`src/rtl/panda_dmem_arbiter_if.sv`:
```
// ---------------------------------------------------------------------------
// panda_dmem_arbiter_if
// Bundles the two requester ports (core LSU on port 0, DMA/debug on port 1)
// and the single data-memory port that the arbiter multiplexes them onto.
//
// Signals:
//   p0_*/p1_*   : per-port request (req, addr, wdata, we) and response
//                 (gnt, rvalid) handshake
//   rdata_o     : read data shared by both ports, qualified by pN_rvalid_o
//   mem_*       : request/response handshake towards the data memory
//
// Modports:
//   slave  : the arbiter side (consumes port requests, drives memory)
//   master : the environment side (requesters plus the memory itself)
// ---------------------------------------------------------------------------
interface panda_dmem_arbiter_if;

    logic        p0_req_i;
    logic [31:0] p0_addr_i;
    logic [31:0] p0_wdata_i;
    logic [3:0]  p0_we_i;
    logic        p1_req_i;
    logic [31:0] p1_addr_i;
    logic [31:0] p1_wdata_i;
    logic [3:0]  p1_we_i;

    logic        p0_gnt_o;
    logic        p1_gnt_o;
    logic        p0_rvalid_o;
    logic        p1_rvalid_o;
    logic [31:0] rdata_o;

    logic        mem_req_o;
    logic [31:0] mem_addr_o;
    logic [31:0] mem_wdata_o;
    logic [3:0]  mem_we_o;
    logic        mem_gnt_i;
    logic        mem_rvalid_i;
    logic [31:0] mem_rdata_i;

    modport slave (
        input  p0_req_i, p0_addr_i, p0_wdata_i, p0_we_i,
        input  p1_req_i, p1_addr_i, p1_wdata_i, p1_we_i,
        output p0_gnt_o, p1_gnt_o, p0_rvalid_o, p1_rvalid_o, rdata_o,
        output mem_req_o, mem_addr_o, mem_wdata_o, mem_we_o,
        input  mem_gnt_i, mem_rvalid_i, mem_rdata_i
    );

    modport master (
        output p0_req_i, p0_addr_i, p0_wdata_i, p0_we_i,
        output p1_req_i, p1_addr_i, p1_wdata_i, p1_we_i,
        input  p0_gnt_o, p1_gnt_o, p0_rvalid_o, p1_rvalid_o, rdata_o,
        input  mem_req_o, mem_addr_o, mem_wdata_o, mem_we_o,
        output mem_gnt_i, mem_rvalid_i, mem_rdata_i
    );

endinterface

```
`src/rtl/panda_dmem_arbiter.sv`:
```
// ---------------------------------------------------------------------------
// panda_dmem_arbiter
// Two-port arbiter in front of the data memory. Port 0 is the core LSU,
// port 1 is the DMA/debug master. Only one memory transaction is ever in
// flight: a request is granted (possibly after waiting for mem_gnt_i), then
// the arbiter waits for mem_rvalid_i before accepting the next request.
//
// Parameters:
//   RR_EN : 1 = round-robin between the ports when both request,
//           0 = fixed priority, port 0 always wins
//
// Ports:
//   clk_i  : clock, all state changes on the rising edge
//   rst_i  : synchronous active-high reset
//   bus    : requester and memory handshake bundle (slave modport)
//   busy_o : high while a transaction is outstanding
// ---------------------------------------------------------------------------
module panda_dmem_arbiter #(
    parameter bit RR_EN = 1'b1
) (
    input  logic                        clk_i,
    input  logic                        rst_i,
    panda_dmem_arbiter_if.slave         bus,
    output logic                        busy_o
);

    typedef enum logic [1:0] {
        IDLE        = 2'd0,
        WAIT_GNT    = 2'd1,
        WAIT_RVALID = 2'd2
    } state_e;

    state_e state_q, state_d;

    // owner: port currently holding the memory; last: port served most recently
    logic owner_q, owner_d;
    logic last_q, last_d;

    logic any_req;
    logic winner;
    logic sel;

    logic        mem_req;
    logic [31:0] mem_addr;
    logic [31:0] mem_wdata;
    logic [3:0]  mem_we;
    logic        p0_gnt;
    logic        p1_gnt;
    logic        p0_rvalid;
    logic        p1_rvalid;
    logic [31:0] rdata;

    assign any_req = bus.p0_req_i | bus.p1_req_i;

    // Pick the winner among the current requesters. With both requesting,
    // round-robin hands the memory to the port that was not served last, so
    // each port waits at most one foreign transaction.
    always_comb begin
        winner = 1'b0;
        if (bus.p0_req_i && bus.p1_req_i) begin
            if (RR_EN) begin
                winner = ~last_q;
            end else begin
                winner = 1'b0;
            end
        end else if (bus.p1_req_i) begin
            winner = 1'b1;
        end
    end

    // Next-state and output logic. In IDLE the winner is presented to memory
    // in the same cycle it is chosen; once we move on, the locked owner_q
    // decides whose signals are driven and who sees gnt/rvalid. While reset
    // is held every output is forced low so nothing leaks out mid-reset.
    always_comb begin
        state_d   = state_q;
        owner_d   = owner_q;
        last_d    = last_q;
        sel       = owner_q;
        mem_req   = 1'b0;
        mem_addr  = 32'h0;
        mem_wdata = 32'h0;
        mem_we    = 4'h0;
        p0_gnt    = 1'b0;
        p1_gnt    = 1'b0;
        p0_rvalid = 1'b0;
        p1_rvalid = 1'b0;
        rdata     = 32'h0;

        case (state_q)
            IDLE: begin
                if (any_req) begin
                    sel     = winner;
                    mem_req = 1'b1;
                    owner_d = winner;
                    if (bus.mem_gnt_i) begin
                        state_d = WAIT_RVALID;
                    end else begin
                        state_d = WAIT_GNT;
                    end
                end
            end
            WAIT_GNT: begin
                sel     = owner_q;
                mem_req = 1'b1;
                if (bus.mem_gnt_i) begin
                    state_d = WAIT_RVALID;
                end
            end
            WAIT_RVALID: begin
                if (bus.mem_rvalid_i) begin
                    p0_rvalid = ~owner_q;
                    p1_rvalid = owner_q;
                    rdata     = bus.mem_rdata_i;
                    last_d    = owner_q;
                    state_d   = IDLE;
                end
            end
            default: begin
                state_d = IDLE;
            end
        endcase

        if (mem_req) begin
            if (sel) begin
                mem_addr  = bus.p1_addr_i;
                mem_wdata = bus.p1_wdata_i;
                mem_we    = bus.p1_we_i;
            end else begin
                mem_addr  = bus.p0_addr_i;
                mem_wdata = bus.p0_wdata_i;
                mem_we    = bus.p0_we_i;
            end
            p0_gnt = bus.mem_gnt_i & ~sel;
            p1_gnt = bus.mem_gnt_i & sel;
        end

        if (rst_i) begin
            mem_req   = 1'b0;
            mem_addr  = 32'h0;
            mem_wdata = 32'h0;
            mem_we    = 4'h0;
            p0_gnt    = 1'b0;
            p1_gnt    = 1'b0;
            p0_rvalid = 1'b0;
            p1_rvalid = 1'b0;
            rdata     = 32'h0;
        end
    end

    // State, owner and last-served registers. Reset favours the core first
    // by pretending port 1 was served most recently.
    always_ff @(posedge clk_i) begin
        if (rst_i) begin
            state_q <= IDLE;
            owner_q <= 1'b0;
            last_q  <= 1'b1;
        end else begin
            state_q <= state_d;
            owner_q <= owner_d;
            last_q  <= last_d;
        end
    end

    assign bus.mem_req_o   = mem_req;
    assign bus.mem_addr_o  = mem_addr;
    assign bus.mem_wdata_o = mem_wdata;
    assign bus.mem_we_o    = mem_we;
    assign bus.p0_gnt_o    = p0_gnt;
    assign bus.p1_gnt_o    = p1_gnt;
    assign bus.p0_rvalid_o = p0_rvalid;
    assign bus.p1_rvalid_o = p1_rvalid;
    assign bus.rdata_o     = rdata;

    assign busy_o = (state_q != IDLE) & ~rst_i;

endmodule

```
`src/flat_wrapper.sv`:
```
// flat-port wrapper written by rule: the top's interface ports become plain ports
module panda_dmem_arbiter_flat 
#(
    parameter bit RR_EN = 1'b1
)
  (clk_i, rst_i, busy_o, bus_p0_req_i, bus_p0_addr_i, bus_p0_wdata_i, bus_p0_we_i, bus_p1_req_i, bus_p1_addr_i, bus_p1_wdata_i, bus_p1_we_i, bus_p0_gnt_o, bus_p1_gnt_o, bus_p0_rvalid_o, bus_p1_rvalid_o, bus_rdata_o, bus_mem_req_o, bus_mem_addr_o, bus_mem_wdata_o, bus_mem_we_o, bus_mem_gnt_i, bus_mem_rvalid_i, bus_mem_rdata_i);
  panda_dmem_arbiter_if bus_i ();
  input  logic clk_i;
  input  logic rst_i;
  output logic busy_o;
  input wire logic [$bits(bus_i.p0_req_i)-1:0] bus_p0_req_i;
  input wire logic [$bits(bus_i.p0_addr_i)-1:0] bus_p0_addr_i;
  input wire logic [$bits(bus_i.p0_wdata_i)-1:0] bus_p0_wdata_i;
  input wire logic [$bits(bus_i.p0_we_i)-1:0] bus_p0_we_i;
  input wire logic [$bits(bus_i.p1_req_i)-1:0] bus_p1_req_i;
  input wire logic [$bits(bus_i.p1_addr_i)-1:0] bus_p1_addr_i;
  input wire logic [$bits(bus_i.p1_wdata_i)-1:0] bus_p1_wdata_i;
  input wire logic [$bits(bus_i.p1_we_i)-1:0] bus_p1_we_i;
  output wire logic [$bits(bus_i.p0_gnt_o)-1:0] bus_p0_gnt_o;
  output wire logic [$bits(bus_i.p1_gnt_o)-1:0] bus_p1_gnt_o;
  output wire logic [$bits(bus_i.p0_rvalid_o)-1:0] bus_p0_rvalid_o;
  output wire logic [$bits(bus_i.p1_rvalid_o)-1:0] bus_p1_rvalid_o;
  output wire logic [$bits(bus_i.rdata_o)-1:0] bus_rdata_o;
  output wire logic [$bits(bus_i.mem_req_o)-1:0] bus_mem_req_o;
  output wire logic [$bits(bus_i.mem_addr_o)-1:0] bus_mem_addr_o;
  output wire logic [$bits(bus_i.mem_wdata_o)-1:0] bus_mem_wdata_o;
  output wire logic [$bits(bus_i.mem_we_o)-1:0] bus_mem_we_o;
  input wire logic [$bits(bus_i.mem_gnt_i)-1:0] bus_mem_gnt_i;
  input wire logic [$bits(bus_i.mem_rvalid_i)-1:0] bus_mem_rvalid_i;
  input wire logic [$bits(bus_i.mem_rdata_i)-1:0] bus_mem_rdata_i;
  assign bus_i.p0_req_i = bus_p0_req_i;
  assign bus_i.p0_addr_i = bus_p0_addr_i;
  assign bus_i.p0_wdata_i = bus_p0_wdata_i;
  assign bus_i.p0_we_i = bus_p0_we_i;
  assign bus_i.p1_req_i = bus_p1_req_i;
  assign bus_i.p1_addr_i = bus_p1_addr_i;
  assign bus_i.p1_wdata_i = bus_p1_wdata_i;
  assign bus_i.p1_we_i = bus_p1_we_i;
  assign bus_p0_gnt_o = bus_i.p0_gnt_o;
  assign bus_p1_gnt_o = bus_i.p1_gnt_o;
  assign bus_p0_rvalid_o = bus_i.p0_rvalid_o;
  assign bus_p1_rvalid_o = bus_i.p1_rvalid_o;
  assign bus_rdata_o = bus_i.rdata_o;
  assign bus_mem_req_o = bus_i.mem_req_o;
  assign bus_mem_addr_o = bus_i.mem_addr_o;
  assign bus_mem_wdata_o = bus_i.mem_wdata_o;
  assign bus_mem_we_o = bus_i.mem_we_o;
  assign bus_i.mem_gnt_i = bus_mem_gnt_i;
  assign bus_i.mem_rvalid_i = bus_mem_rvalid_i;
  assign bus_i.mem_rdata_i = bus_mem_rdata_i;
  panda_dmem_arbiter #(.RR_EN(RR_EN)) u_core (.clk_i(clk_i), .rst_i(rst_i), .bus(bus_i), .busy_o(busy_o));
endmodule
```
`config.mk`:
```
export PLATFORM = sky130hd
export DESIGN_NAME = panda_dmem_arbiter_flat
export DESIGN_NICKNAME = d
export VERILOG_FILES = /design/src/rtl/panda_dmem_arbiter_if.sv /design/src/rtl/panda_dmem_arbiter.sv /design/src/flat_wrapper.sv
export SDC_FILE = /design/constraint.sdc
export NUM_CORES = 1
export LEC_CHECK = 0
export CORE_AREA = 2 2 109 111
export DETAILED_ROUTE_END_ITERATION = 16
export DIE_AREA = 0 0 111 113
export PLACE_DENSITY_LB_ADDON = 0.12
export SYNTH_ARGS = -nofsm -noshare
export SYNTH_HDL_FRONTEND = slang
export SYNTH_SLANG_ARGS = --single-unit
```
`constraint.sdc`:
```
create_clock -name clk_i -period 1.6 [get_ports clk_i]
set_clock_uncertainty 0.1 [all_clocks]
set_input_delay 0.16 -clock clk_i [delete_from_list [all_inputs] [get_ports clk_i]]
set_output_delay 0.16 -clock clk_i [all_outputs]
set_load 0.02 [all_outputs]
```
-- Word-level counts from Yosys, hierarchy flattened
Index checks and enable logic that the tools add are counted.
- add/subtract/negate cells: 0
- multipliers: 0
- divide/modulo/power cells: 0
- magnitude comparators: 0
- equality and inequality tests: 5
- shift operators: 0
- muxes and demuxes: 34
- bitwise logic cells: 8
- reduce and logical (&&, ||, !) cells: 5
- operators by type and width (kind ; count):
    $mux W32 ; 9
    $mux W1 ; 16
    $mux W4 ; 3
    $mux W2 ; 4
    $pmux W2 S3 ; 1
    $ne A2 B2 Y1 const B ; 2
    $not A1 Y1 ; 4
    $and A1 B1 Y1 ; 3
    $reduce_and A3 Y1 ; 1
    $eq A2 B1 Y1 const B ; 1
    $eq A2 B2 Y1 const B ; 1
    $logic_not A2 Y1 ; 1
    $ne A2 B1 Y1 const B ; 1
    $pmux W1 S2 ; 1
    $reduce_and A2 Y1 ; 1
    $reduce_bool A2 Y1 ; 1
    $logic_and A1 B1 Y1 ; 1
    $or A1 B1 Y1 ; 1
- flip-flop bits (word level): 4
- latch bits: 0
- bits in writable memories: 0
- ROM bits: 0
- input bits: 174
- output and inout bits: 106
- word-level logic and storage cells: 55
- memories: 0

-- Depth between registers and ports, before layout
Gate-level depths: netlist (run 1).
- depth in word-level cells: 8
- gate-level depth with buffers: 6
- mapped depth without buffers: 3

-- Worst setup path before layout (run 1)
Ideal clock, no wire load.
- kind: register -> output
- from: register u_core.state_q[1]
- to: output bus_mem_addr_o[0]
- arrival time: 1.631 ns
- data required time: 1.340 ns
- setup slack: -0.291 ns
- stages on the path, launching flop included: 6
- path buffers: 2
- path through: dfxtp_1 -> or3b_1 -> a32oi_1 -> buf_6 -> buf_8 -> mux2i_1
- word-level cells in the longest chain between the ends: 5
- elaborated cells between the ends (all ways): 7
- those cells by class: 1 x eq/ne; 5 x mux; 1 x reduce/logical
- RTL lines (element ; line ; text):
    start, declared ; panda_dmem_arbiter.sv:33 ; state_e state_q, state_d;
    start signal, assigned ; panda_dmem_arbiter.sv:159 ; state_q <= state_d;
    $logic_not A2 Y1 ; panda_dmem_arbiter.sv:90 ; case (state_q)
    $mux W1 ; panda_dmem_arbiter.sv:90 ;
    $mux W32 ; panda_dmem_arbiter.sv:125 ; if (sel) begin
    $mux W32 (*) ; panda_dmem_arbiter.sv:124 ; if (mem_req) begin
    $mux W32 (*) ; panda_dmem_arbiter.sv:138 ; if (rst_i) begin
    end, declared ; flat_wrapper.sv:25 ; output wire logic [$bits(bus_i.mem_addr_o)-1:0] bus_mem_addr_o;
Every way passes the cells marked *; elsewhere a longest branch is shown, timed or not.

-- Worst setup path in the final report (run 1)
- from: register u_core.state_q[0]
- to: output bus_mem_addr_o[25]
The elaborated chain is that of the path after synthesis.

==> run summary, run 1 <==
The peak supply drop is 0.0003150 V. The count of yosys warnings during synthesis is 0. The number of buffer and inverter instances along the worst setup path is 4. The number of iterations in the first detailed-routing pass is 4. The later-pin clock latency in the skew report is 0.22 ns.

The first routing iteration left 176 violations. The flow ran to the end, but the final reports show violations. The global route total overflow came out at 0. The net count reported at finish came out at 778. The commonest non-fill, non-tap cell in the layout is clkdlybuf4s50_1. The critical path goes through or3b_4 > a32oi_4 > buf_12 > buf_12 > buf_12 > mux2i_2 > buf_4.

The number of antenna violations at the first check in global routing came to 0. The fill cell total of the finished layout is 1100. The worst setup path is launched from a flip-flop.

For this configuration, the core starts out at a cell density of 0.1805. Counting along the longest clock path gives a buffer depth of 2. The final cycle utilization of the critical path came out at 1.376. The count of input and output buffers is 279. The sum of routed wire length over all layers is 11.67 mm. The growth of design area from synthesis to finish came out at 187.6%. For this block, wires on met1 add up to 4.346 mm. The number of buffers added to fix hold violations after cts came out at 0. The die extent in x is 111 µm. The met3 layer wire length in the routed design is 985 µm. The total number of vias came out at 3452. The flip-flop and latch count after synthesis is 4. The root cell of the clock tree is clkbuf_16. The number of hold violations in the final report is 0. The post-synthesis instance total is 307. The nature of the critical path endpoint is a primary output. After detailed routing, the average wire length per cell comes to 15.66 µm. After legalization and detailed placement, the total HPWL measured 9.331 mm.

The final reports fail on setup timing. The post-CTS clock slew at the launch and capture registers of the worst setup and hold paths came out at 0.03 ns. The reported max-cap violation count came out at 0. The kind of cell with the highest combined delay along the critical path is buffers and inverters. The highest metal layer carrying signal wires in the routed design is met4. The sum of negative setup slack is -47.07 ns. In this run the standard cell core region covers 11270 µm².

The routed via count divided by cell count came out at 4.634. The final weighted congestion of routability-driven global placement came out at 0.8196. The die height came out at 113 µm. The average instance area after synthesis came out at 6.627 µm².

The critical path start-end classification is reg2out. The TritonCTS clock tree is done. At the end of the flow the core is filled with cells to 0.5190. The largest single stage delay on the critical path is 0.40 ns.

Setup violations remaining at the end of the flow were counted as 103. Leaving out fill and tap cells, the most frequent cells in the layout are clkdlybuf4s50_1, nand3_1, buf_4. The count of final max-slew check failures is 0.

After floorplanning, the core was divided into 39 placement rows. The leakage power summed over all cells came out at 2.442 nW. The total nets after synthesis came out at 481. On the critical path, the stage with the largest delay is an instance of or3b_4. Setup repair after global routing could not meet its margin everywhere. The total power divided by cell area came out at 440.5 nW/µm². Along the worst path, the maximum fanout reaches 7. The fraction of the yosys area taken by sequential cells is 0.03936. At the worst endpoint, the arrival time is 1.94 ns.

The count of H-tree levels built during CTS is 1. The number of distinct library cells after synthesis is 20. The worst pin sits at a relative slew slack of 0.8297. In this run the worst hold path is classified as reg2reg. 0 antenna diodes ended up in the layout. The cell that appears most often on the critical path is buf_12.

280 I/O pins were placed. The routed length on met2 is 6.193 mm. After synthesis the cells add up to 2034 µm². The number of routed nets with antenna violations is 0. The share of cells above drive strength 1 is 0.4535. The number of sinks driven by the clock tree came out at 4. The smallest clock period supported by the final layout is computed as 2.201 ns. The via count of the first global-routing pass is 3604. Buffers inserted during clock tree synthesis total 3. Entering global routing, the biggest net connects 56 pins.

For this run, design rule violations remaining after detail routing come to 0. The global-route usage over all layers came out at 0.1749. The global-route wire length before repair came out at 18.20 mm. The data required time at the worst endpoint came out at 1.34 ns.

The fmax came out at 454.3 MHz. The die footprint came out at 12540 µm². At the pin with the least slew margin, the transition time is 0.2545 ns.

The final worst-path setup slack came out at -0.6012 ns.
## kinds of logic (layout without fill, tap and decap cells)
| kind of cell | count (synthesis) | after routing | synth area share |
|---|---|---|---|
| DFF | 4 | 4 | 0.03936 |
| muxes | 68 | 68 | 0.3346 |
| AOI/OAI and AO/OA | 3 | 3 | 0.01107 |
| and+or+nand+nor | 188 | 188 | 0.4828 |
| buffers and inverters | 44 | 339 | 0.1322 |
## synthesized netlist by cell type (all sizes together)
| master | count | area share |
|---|---|---|
| nand3 | 137 | 0.34 |
| mux2i | 68 | 0.33 |
| and2 | 33 | 0.10 |
| buf | 24 | 0.095 |
| clkbuf | 19 | 0.035 |
| nor2 | 8 | 0.015 |
| dfxtp | 4 | 0.039 |
| nand2 | 2 | 0.0037 |
| nand3b | 2 | 0.0074 |
| nor2b | 2 | 0.0061 |
| nor3 | 2 | 0.0049 |
| a211o | 1 | 0.0043 |
| a21oi | 1 | 0.0025 |
| a32oi | 1 | 0.0043 |
| inv | 1 | 0.0018 |
| or3 | 1 | 0.0031 |
| or3b | 1 | 0.0043 |
## area by class of cell
class	instances	area [µm²]	share of cell area
clock buffer	3	75.07	0.01283
timing repair buffer	335	3387	0.5789
multi-input combinational	259	2123	0.3629
tap	143	178.9	0.03058
sequential	4	82.58	0.01411
inverter	1	3.754	0.0006416
## layer usage
metal,GRT usage,vias to the layer above
met2,0.3452,184
met1,0.1858,1562
met5,0,-
met4,0.04000,0
met3,0.04446,10
li1,-,1696
## worst paths after layout
kind	start	endpoint	slack, ns	depth (start not counted)
worst max register to register	u_core.state_q[0]	u_core.state_q[0]	0.02	6
worst max-delay path	u_core.state_q[0]	bus_mem_addr_o[25]	-0.60	7
worst min-delay path	u_core.last_q	u_core.last_q	0.38	1
worst min register to register	u_core.last_q	u_core.last_q	0.38	1
## timing repair
item | CTS | global route
pin swaps | 4 | 5
hold endpoints to repair | 0 | 0
resized for setup | 573 | 30
gates cloned | 2 | 0
setup endpoints to repair | 106 | 106
buffers inserted | 15 | 2
## metrics by stage
| stage | hold slack [ns] | power, mW | area [µm²] | worst slack, ns | std cells |
|---|---|---|---|---|---|
| final | 0.3785 | 2.577 | 5851 | -0.6012 | 745 |
| after global routing | 0.3982 | 2.712 | 5851 | -0.6801 | 745 |
| after CTS | 0.3543 | 2.580 | 5759 | -0.6172 | 745 |
| after detailed placement | 0.3855 | 2.138 | 5607 | -1.241 | 727 |
| after global placement | 0.3496 | 2.112 | 5607 | -1.176 | 727 |
| after floorplan | 0.1242 | 1.110 | 2344 | -0.2346 | 307 |
## state kept, by name, indices dropped and copies added, names as in the netlist
name,flops
u_core.last_q,1
u_core.owner_q,1
u_core.state_q,2
## power by group
part | internal [mW] | switching (mW) | leakage [nW]
logic | 1.19 | 0.878 | 2.37
registers | 0.108 | 0.00503 | 0.0336
clock network | 0.320 | 0.0734 | 0.0370
(Power assumes the default switching activity.)
==> inputs of run 2 (changes only) <==
SETUP_SLACK_MARGIN = 0.05   (was not set)
==> run summary, run 2 (synthesis results as in run 1) <==
The run finished, with violations left. The checks that failed: setup timing. The worst setup path is of the reg2out kind.

The worst slack at placement came out at -1.241 ns. Leaving out fill and tap cells, the most frequent cells in the layout are clkdlybuf4s50_1, nand3_1, buf_4. In this run the worst path has a maximum fanout of 7.

The pin count of the biggest net entering global routing is 42. In this run the static leakage power is 2.568 nW. The global-route wire length before repair came out at 18.69 mm. The fmax came out at 445.8 MHz.

Once layout is done, the placed cells without fillers occupy 6128 µm². The flip-flop count of the largest register, all copies and words added is 2. The setup-violating endpoint count in the final report came out at 105. The share of cells above drive strength 1 is 0.4765. The routed via count divided by cell count is 4.670. The final layout contains routed wiring with a total length of 12.21 mm.

The count of input and output buffers came out at 279. The data required time at the worst endpoint is 1.34 ns. The initial utilization of the core area, before any placement, comes to 0.1805. The global-route usage over all layers came out at 0.1802.

The CTS buffer count is 3. The post-CTS clock slew at the launch and capture registers of the worst setup and hold paths is 0.03 ns. The growth of design area from synthesis to finish is 201.2%. The number of hold violations in the final report was 0. Subtracting the final worst setup slack from the clock period gives 2.243 ns. After detailed routing, the average wire length per cell comes to 16.06 µm. The total DRC errors in the routed layout came out at 0. The number of rows in the core area came out at 39.

The actual transition at the worst max-transition pin is 0.2387 ns. The arrival time of data at the critical path endpoint is 1.98 ns. At the later pin of the worst-skew pair, clock insertion delay measures 0.22 ns. Setup repair after global routing could not meet its margin everywhere. STA classifies the critical path startpoint as a flip-flop. The total number of vias came out at 3549. The final cycle utilization of the critical path is 1.402. Detailed placement ended at an HPWL of 9.331 mm. u_core.state_q holds more flip-flops than any other register. The clock passes through at most 2 buffers. The count of final max-slew check failures is 0. The floorplan step set the die height to 113 µm.

The die footprint is 12540 µm². The tree is rooted in a clkbuf_16. The number of DRC markers after the initial detailed-route iteration is 169. The total inserted antenna cells came out at 0. The number of routed nets with antenna violations came out at 0. The die extent in x came out at 111 µm. The sum of negative setup slack is -53.89 ns. TritonCTS built the clock tree. The path category of the worst min-delay check is in2reg.

Once placement finished, the instance area stood at 5607 µm². The net count reported at finish came out at 793. The worst setup path is captured at a primary output. The placeable core area is 11270 µm². The peak supply drop is 0.0003529 V. The final weighted congestion of routability-driven global placement is 0.8196. The worst pin sits at a relative slew slack of 0.8409.

The global route total overflow is 0. The final worst-path setup slack is -0.6433 ns. The reported max-cap violation count is 0. The largest registers in the layout are u_core.state_q x2, u_core.last_q x1, u_core.owner_q x1. The via count of the first global-routing pass came out at 3708. The number of top-level pins came out at 280. The count of H-tree levels built during CTS came out at 1. The total power divided by cell area came out at 438.4 nW/µm². The clock net in this run drives a total of 4 sinks.

The number of hold buffers added after CTS was 0. The number of iterations in the first detailed-routing pass is 4. The number of antenna violations at the first check in global routing is 0. The library cell used most frequently in the layout, excluding fill and tap cells, is clkdlybuf4s50_1.
-- run 2: critical path: stages, from the launching register on --
cell     delay (ns)
dfxtp_2        0.31
or3b_4         0.40
a32oi_4        0.22
buf_6          0.14
buf_12         0.14
buf_16         0.15
mux2i_2        0.22
buf_4          0.17
-- run 2: through the flow --
step                      utilization  total power, mW  instances  hold WS (ns)
after floorplan                     -            1.110        307        0.1242
after global placement         0.4974            2.112        727        0.3496
after detailed placement       0.4974            2.138        727        0.3855
after CTS                      0.5294            2.669        753        0.3676
after global routing           0.5437            2.826        760        0.3989
final                          0.5437            2.686        760        0.3767
-- run 2: final timing paths --
| check | to | slack, ns | from | cells past startpoint |
|---|---|---|---|---|
| max | bus_mem_addr_o[1] | -0.64 | u_core.state_q[0] | 7 |
| max reg2reg | u_core.owner_q | 0 | u_core.state_q[0] | 6 |
| min | u_core.state_q[1] | 0.38 | rst_i | 3 |
| min reg2reg | u_core.last_q | 0.40 | u_core.last_q | 1 |
-- run 2: what timing repair did --
action / in CTS / in global routing
setup buffers: 20 / 15
resized for setup: 609 / 45
pin swaps: 5 / 18
cloned: 3 / 1
endpoints found under the setup margin: 107 / 106
-- run 2: area by class of cell --
type | instances | area [µm²]
inverters | 1 | 3.754
fillers | 1078 | 5144
multi-input cells | 259 | 2146
well taps | 143 | 178.9
repair buffers | 350 | 3642
flip-flops and latches | 4 | 82.58
clock buffers | 3 | 75.07
-- run 2: routing by layer --
| layer | wire, µm | vias up | part of all wire | GRT usage |
|---|---|---|---|---|
| met4 | 142 | 0 | 0.012 | 0.04000 |
| met3 | 923 | 10 | 0.076 | 0.04446 |
| met1 | 4597 | 1628 | 0.38 | 0.1892 |
| met5 | 0 | - | 0 | 0 |
| li1 | - | 1724 | - | - |
| met2 | 6543 | 187 | 0.54 | 0.3603 |
-- run 2: power breakdown --
part           switching [mW]  internal [mW]  leakage [nW]
Combinational           0.903           1.28          2.50
Clock                  0.0736          0.320        0.0370
Sequential            0.00537          0.108        0.0336
